$ cat src/rtl/counter_up_timer.sv
// -----------------------------------------------------------------------------
// counter_up_timer
//   Up-counting timer for the lab-2 datapath. Counts 0..limit on qualified
//   ticks (i_en) while running, then either wraps to 0 with a one-cycle carry
//   pulse (continuous mode) or parks at the limit and reports done (one-shot).
//   The carry output cascades instances (seconds -> minutes).
//
// Optional feature macro: COUNTER_UP_BCD_EN
//   When defined, adds o_bcd_tens / o_bcd_ones, the decimal digits of the
//   count (4'hF/4'hF when the count exceeds 99), aligned with o_result.
//
// Ports
//   clk         in   1      clock, all logic on posedge
//   reset       in   1      synchronous, active-high
//   i_start     in   1      clear count, latch limit/mode, enter RUN
//   i_stop      in   1      leave RUN, hold count
//   i_en        in   1      count tick qualifier (RUN only)
//   i_mode_wrap in   1      1 = continuous wrap, 0 = one-shot (sampled at start)
//   i_limit     in   WIDTH  terminal count, 0 selects DEFAULT_LIMIT
//   i_load      in   1      overwrite count with min(i_load_val, limit)
//   i_load_val  in   WIDTH  value for load
//   o_result    out  WIDTH  current count
//   o_carry     out  1      one-cycle pulse on wrap
//   o_done      out  1      one-shot reached its limit
//   o_busy      out  1      timer running
// -----------------------------------------------------------------------------
module counter_up_timer #(
  parameter int unsigned WIDTH         = 8,
  parameter int unsigned DEFAULT_LIMIT = 59
) (
  input  logic             clk,
  input  logic             reset,
  input  logic             i_start,
  input  logic             i_stop,
  input  logic             i_en,
  input  logic             i_mode_wrap,
  input  logic [WIDTH-1:0] i_limit,
  input  logic             i_load,
  input  logic [WIDTH-1:0] i_load_val,
`ifdef COUNTER_UP_BCD_EN
  output logic [3:0]       o_bcd_tens,
  output logic [3:0]       o_bcd_ones,
`endif
  output logic [WIDTH-1:0] o_result,
  output logic             o_carry,
  output logic             o_done,
  output logic             o_busy
);

  localparam logic [WIDTH-1:0] LP_DEFAULT_LIMIT = WIDTH'(DEFAULT_LIMIT);

  typedef enum logic [1:0] {
    ST_IDLE = 2'd0,
    ST_RUN  = 2'd1,
    ST_DONE = 2'd2
  } state_t;

  state_t           r_state;
  state_t           w_state_nxt;
  logic [WIDTH-1:0] r_limit_q;
  logic [WIDTH-1:0] w_limit_nxt;
  logic             r_wrap_q;
  logic             w_wrap_nxt;
  logic [WIDTH-1:0] w_result_nxt;
  logic             w_carry_nxt;
  logic             w_busy_nxt;
  logic             w_done_nxt;

`ifdef COUNTER_UP_BCD_EN
  // Packs {tens, ones} of a count; anything above 99 is flagged as F/F.
  function automatic logic [7:0] bcd_digits(input logic [WIDTH-1:0] v);
    if (32'(v) > 32'd99) begin
      return 8'hFF;
    end else begin
      return {4'(32'(v) / 32'd10), 4'(32'(v) % 32'd10)};
    end
  endfunction
`endif

  // Next-state, next-count and status decode with start > stop > load > count.
  always_comb begin
    w_state_nxt  = r_state;
    w_limit_nxt  = r_limit_q;
    w_wrap_nxt   = r_wrap_q;
    w_result_nxt = o_result;
    w_carry_nxt  = 1'b0;

    if (i_start) begin
      w_result_nxt = {WIDTH{1'b0}};
      w_limit_nxt  = (i_limit == {WIDTH{1'b0}}) ? LP_DEFAULT_LIMIT : i_limit;
      w_wrap_nxt   = i_mode_wrap;
      w_state_nxt  = ST_RUN;
    end else if (i_stop && (r_state == ST_RUN)) begin
      w_state_nxt = ST_IDLE;
    end else if (i_load) begin
      // Clamp so the count can never sit above the active limit.
      w_result_nxt = (i_load_val > r_limit_q) ? r_limit_q : i_load_val;
    end else if ((r_state == ST_RUN) && i_en) begin
      if (o_result < r_limit_q) begin
        w_result_nxt = o_result + {{(WIDTH-1){1'b0}}, 1'b1};
      end else if (r_wrap_q) begin
        w_result_nxt = {WIDTH{1'b0}};
        w_carry_nxt  = 1'b1;
      end else begin
        w_result_nxt = r_limit_q;
        w_state_nxt  = ST_DONE;
      end
    end else begin
      w_result_nxt = o_result;
    end

    case (w_state_nxt)
      ST_RUN: begin
        w_busy_nxt = 1'b1;
        w_done_nxt = 1'b0;
      end
      ST_DONE: begin
        w_busy_nxt = 1'b0;
        w_done_nxt = 1'b1;
      end
      default: begin
        w_busy_nxt = 1'b0;
        w_done_nxt = 1'b0;
      end
    endcase
  end

  // State register; reset drops straight to IDLE and squashes any carry.
  always_ff @(posedge clk) begin
    if (reset) begin
      r_state <= ST_IDLE;
    end else begin
      r_state <= w_state_nxt;
    end
  end

  // Datapath and registered status outputs.
  always_ff @(posedge clk) begin
    if (reset) begin
      o_result  <= {WIDTH{1'b0}};
      o_carry   <= 1'b0;
      o_done    <= 1'b0;
      o_busy    <= 1'b0;
      r_limit_q <= LP_DEFAULT_LIMIT;
      r_wrap_q  <= 1'b1;
    end else begin
      o_result  <= w_result_nxt;
      o_carry   <= w_carry_nxt;
      o_done    <= w_done_nxt;
      o_busy    <= w_busy_nxt;
      r_limit_q <= w_limit_nxt;
      r_wrap_q  <= w_wrap_nxt;
    end
  end

`ifdef COUNTER_UP_BCD_EN
  // Digits are taken from the next count so they never lag o_result.
  always_ff @(posedge clk) begin
    if (reset) begin
      o_bcd_tens <= 4'd0;
      o_bcd_ones <= 4'd0;
    end else begin
      {o_bcd_tens, o_bcd_ones} <= bcd_digits(w_result_nxt);
    end
  end
`endif

endmodule

$ cat config.mk
export PLATFORM = sky130hd
export DESIGN_NAME = counter_up_timer
export DESIGN_NICKNAME = d
export VERILOG_FILES = /design/src/rtl/counter_up_timer.sv
export SDC_FILE = /design/constraint.sdc
export NUM_CORES = 1
export LEC_CHECK = 0
export BUFFER_PORTS_ARGS = -buffer_cell sky130_fd_sc_hd__buf_4
export CELL_PAD_IN_SITES_DETAIL_PLACEMENT = 1
export CELL_PAD_IN_SITES_GLOBAL_PLACEMENT = 1
export CORE_UTILIZATION = 35
export CTS_CLUSTER_DIAMETER = 50
export DETAILED_ROUTE_END_ITERATION = 8
export PLACE_DENSITY = 0.85
export SETUP_SLACK_MARGIN = 0.05
export SYNTH_ARGS = -nofsm -noshare
export SYNTH_HDL_FRONTEND = slang
export SYNTH_SLANG_ARGS = --single-unit
$ cat constraint.sdc
create_clock -name clk -period 2 [get_ports clk]
set_input_delay 0.1 -clock clk [delete_from_list [all_inputs] [get_ports clk]]
set_output_delay 0.1 -clock clk [all_outputs]
set_load 0.02 [all_outputs]
## Word level (Yosys, flattened, before mapping)

Cells that the tools add are included.

- Register bits after elaboration: 22
- Input port bits: 23
- Output and inout bits: 11

- Add/sub/neg operators: 1
- Magnitude comparators: 2
- Equality and inequality tests: 3
- Mux-type cells: 15
- Bitwise gates (word level): 2
- Reduce and logical (&&, ||, !) cells: 7

Operator list:

| kind | count |
|---|---|
| 8-bit 2-to-1 mux | 6 |
| 2-bit 2-to-1 mux | 6 |
| 8-bit by 1-bit adder with 8-bit output (second input constant) | 1 |
| 8-bit greater-than comparator | 1 |
| 8-bit logical NOT | 1 |
| 8-bit < comparator | 1 |
| 6-bit OR reduction | 1 |
| 2-bit by 1-bit == test with 1-bit output (second input constant) | 2 |
| 1-bit 2-to-1 mux | 3 |
| 2-bit == test (second input constant) | 1 |
| 1-bit logical AND | 2 |
| 1-bit inverter | 2 |
| 2-bit AND reduction | 1 |
| 2-bit nonzero test | 1 |
| 2-bit OR reduction | 1 |

## Logic depth before layout (Yosys ltp)

- Word-level depth: 8
- Depth in mapped cells: 7
- Gate-level depth less buffers: 7

## Worst setup path before layout

OpenSTA, ideal clock, no wires.

- Path kind: reg2reg
- From: reg o_result[2]
- To: reg o_result[2]
- Arrival time: 1.969 ns
- Data required time: 1.867 ns
- Path slack: -0.103 ns
- Stages on the path, launching flop included: 7
- Path buffers: 0
- Clock period less this slack: 2.103 ns
- Cell sequence: dfxtp_1 ha_1 a211oi_1 o21ai_0 a21oi_1 o32a_1 o221ai_1

- Cells in the longest elaborated chain, start to end: 4
- Elaborated cells on any way between the ends: 5
- Classes of those cells: 1 x add/sub; 1 x order compare; 3 x mux

Ends and longest elaborated chain:

| what | RTL line | source |
|---|---|---|
| from (decl) | 44 | `output logic [WIDTH-1:0] o_result,` |
| from (signal assigned) | 140 | `o_result <= {WIDTH{1'b0}};` |
| from (signal assigned) | 147 | `o_result <= w_result_nxt;` |
| 8-bit by 1-bit adder with 8-bit output / 8-bit < comparator (equally long branches) | 100, 99 |  |
| 8-bit 2-to-1 mux * | 99 | `if (o_result < r_limit_q) begin` |
| 8-bit 2-to-1 mux * | 98 | `end else if ((r_state == ST_RUN) && i_en) begin` |
| 8-bit 2-to-1 mux * | 95 | `end else if (i_load) begin` |

Every way passes the cells marked *; elsewhere a longest branch is shown, timed or not. The select of a mux whose other input is x is not followed.
A chain may end at the register's enable or synchronous reset.

## Worst setup path after layout

- From: reg r_limit_q[1]
- To: reg o_result[7]

- Cells in the longest elaborated chain, start to end: 4
- Elaborated cells on any way between the ends: 6
- Classes of those cells: 2 x order compare; 4 x mux

Ends and longest elaborated chain:

| what | RTL line | source |
|---|---|---|
| from (decl) | 60 | `logic [WIDTH-1:0] r_limit_q;` |
| from (signal assigned) | 151 | `r_limit_q <= w_limit_nxt;` |
| 8-bit < comparator | 99 |  |
| 8-bit 2-to-1 mux | 99 |  |
| 8-bit 2-to-1 mux | 98 |  |
| 8-bit 2-to-1 mux * | 95 |  |

Marks and branches as above.

==> summary.txt <==
Place
  • Cell Area, Placed: 1920 um^2
  • PortBufs: 33
  • DP HPWL: 3.71 mm
  • Pre-CTS WS: -47.5 ps
  • Final Wtd Congestion: 0.843
  • Post-Place Cells: 276

Floorplanning
  • Cell Rows: 23
  • Io pins: 34
  • Die Y: 66.5 um
  • Core region area: 4000 um^2
  • Die Span X: 66.5 um
  • Die ar.: 4420 um^2
  • Starting Density: 36.4%

Drt
  • Drc violations: 0
  • DRT Wirelength: 4.89 mm
  • Antenna-violating nets left: 0
  • DR WL/cell: 17.0 um
  • DR vias/cell: 5.52
  • DR pass1 iterations: 4
  • DRT iter0 DRCs: 47
  • Via count: 1589

Synth
  • Syn_area_per_cell: 8.13 um^2
  • Synth area leader: dfxtp_1
  • Synth top area cells: dfxtp_1 (30%), ha_1 (14%), a21oi_1 (4.8%)
  • Syn. warnings: 0
  • Synth Register Bits: 22
  • Mapped Nets: 218
  • Adder-Cell Fraction of Synth Area: 13.8%
  • Asr flop ratio synth: 0%
  • Primary FF master, synth: dfxtp_1
  • Post-Syn Instances: 179
  • Mux contribution to synthesized area: 4.21%
  • Post-synthesis xor/xnor area fraction: 0%
  • Post-synth cell types: 38
  • Top cell type's share of synthesized area: 30.3%
  • Simple-gate share of the synthesized area: 21.9%
  • Mapped cell area: 1460 um^2
  • Count of flip-flops with a built-in enable after synthesis: 0
  • Seq/Total Area, Yosys: 30.3%
  • Complex-gate fraction of the synthesized area: 24.7%
  • Largest family of logic cells by synthesized area: compound AO/OA/AOI/OAI gates

Flow run
  • Max-cap violations: 0

Pwr
  • Leakage: 1.03 nW
  • VDD IR max: 0.377 mV
  • Power per cell area: 631 nW/um^2

Critical path
  • Critical Path AT: 2160 ps
  • CP bufs+invs: 1
  • WP depth: 7
  • Setup crit end kind: flip-flop
  • R2r worst-path depth: 7
  • Sequence of cells on the critical path: inv_4, ha_4, and3_4, a221o_1, a22oi_4, mux2_4, o2111a_1
  • Worst-path maximum fanout: 4
  • Critical path's slowest cell: a221o_1
  • Crit start category: flip-flop
  • Worst path top cell family by delay: compound AO/OA/AOI/OAI gates
  • Crit Path Category: reg -> reg
  • CP max stage delay: 360 ps
  • Worst path required time: 2160 ps

Final layout
  • Design area: 2120 um^2
  • Finished Core Util: 53.0%
  • Commonest non-fill, non-tap cell in the layout: buf_4
  • Most frequent cells in the layout: buf_4 (58), nor2_1 (18), dfxtp_1 (17), inv_1 (14), a21oi_1 (13)
  • Share of cells above drive strength 1: 37.4%
  • Final nets: 278
  • Layout Cells excl Fill: 288
  • N_diodes: 0
  • Layout area overhead: 45.7%

Worst hold path
  • Hold-critical path depth: 2
  • Hold Crit Class: in -> reg

Global route
  • Vias in the first global route: 1615
  • First-pass GRT wire length: 7.62 mm
  • Grt ovf: 0
  • Antenna violations before repair: 0
  • Pin count of the biggest net entering global routing: 13
  • GRT Overall Usage: 22.9%

STA
  • Rel. slew slack: 68.6%
  • Final Hold Vio Count: 0
  • Unrepaired setup endpoints after global routing: yes
  • Setup Skew: 2.29 ps
  • Endpoints failing setup: 0
  • Final worst slack: 2.10 ps
  • Final Cycle Share: 99.9%
  • Slew Limit Fails: 0
  • Fin Setup TNS: 0 ps
  • Tmin final: 2000 ps
  • Slew @ Worst Pin: 470 ps
  • Fmax achieved: 0.501 GHz

CTS
  • Post-CTS Hold Buffers: 0
  • Clk_lat worst skew: 260 ps
  • Clock-pin transition on the worst setup and hold timing paths: 80 ps
  • Clk sinks: 22
  • CTS tree: done
  • Clock buffer depth: 2
  • CTS Buf Count: 3
  • H-tree depth: 1
  • Root Buffer: clkbuf_8

Run status
  • Status: completed
==> cells in the mapped netlist, types with 4 or more instances <==
library cell / number
nor2_1: 18
and3_1: 5
nand3_1: 13
ha_1: 16
mux2i_1: 5
nand2_1: 11
a21oi_1: 14
o21ai_0: 12
inv_1: 17
nor3_1: 4
dfxtp_1: 22
==> worst register-to-register path, delay by kind of cell, from the launching register on <==
kind / cells / cell delay [ps]
adder cells (fa/ha/maj): 1 / 210
AND/OR/NAND/NOR: 1 / 180
multiplexers: 1 / 320
AO/OA/AOI/OAI: 3 / 790
buffers and inverters: 1 / 50
flip-flops: 1 / 350
==> cells by family after synthesis <==
group,count (synthesis)
and+or+nand+nor,64
muxes,6
DFF,22
adders and majority gates,16
buffers and inverters,20
AOI/OAI and AO/OA,51
==> layout make-up <==
type | instances | area, um^2
clock buffers | 4 | 55.1
fillers | 479 | 1880
inverters | 17 | 71.3
multi-input cells | 137 | 1050
flip-flops and latches | 22 | 447
well taps | 50 | 62.6
repair buffers | 58 | 435
==> per-stage QoR <==
stage | hold WS [ps] | power [mW]
after CTS | 40.2 | 1.32
after global placement | 325 | 0.958
after floorplan | 165 | 0.762
final | 41.9 | 1.34
after global routing | 43.7 | 1.42
after detailed placement | 329 | 0.976
==> worst paths after layout <==
check | from | end | slack (ps)
worst max register to register | r_limit_q[1]$_SDFFE_PP1P_ | o_result[7]$_SDFFE_PP0P_ | 2
worst min register to register | r_state[0]$_SDFF_PP0_ | r_state[0]$_SDFF_PP0_ | 540
worst max-delay path | r_limit_q[1]$_SDFFE_PP1P_ | o_result[7]$_SDFFE_PP0P_ | 2
worst min-delay path | reset | r_limit_q[6]$_SDFFE_PP0P_ | 40
==> power by group <==
group / switching (mW) / internal [mW]
logic: 0.274 / 0.234
registers: 0.0245 / 0.481
clock network: 0.150 / 0.176
total: 0.449 / 0.890
==> sequential cells by signal (all words and copies together), names as in the netlist <==
name	flops
r_wrap_q	1
o_busy	1
o_done	1
r_limit_q	8
o_carry	1
o_result	8
r_state	2
==> metal layers <==
| metal | up-vias | track usage, % | share of wire [%] |
|---|---|---|---|
| met5 | - | 0 | 0 |
| met4 | 0 | 5.05 | 1.2 |
| met3 | 6 | 3.42 | 2.3 |
| met2 | 30 | 41.3 | 51 |
| met1 | 771 | 28.5 | 46 |
| li1 | 782 | - | - |
==> what timing repair did <==
item	in CTS	in global routing
pin swaps	6	7
cloned	0	0
setup endpoints to repair	8	12
endpoints found under the hold margin	0	0
setup buffers	4	4
resized for setup	10	13
(Power assumes the default switching activity.)
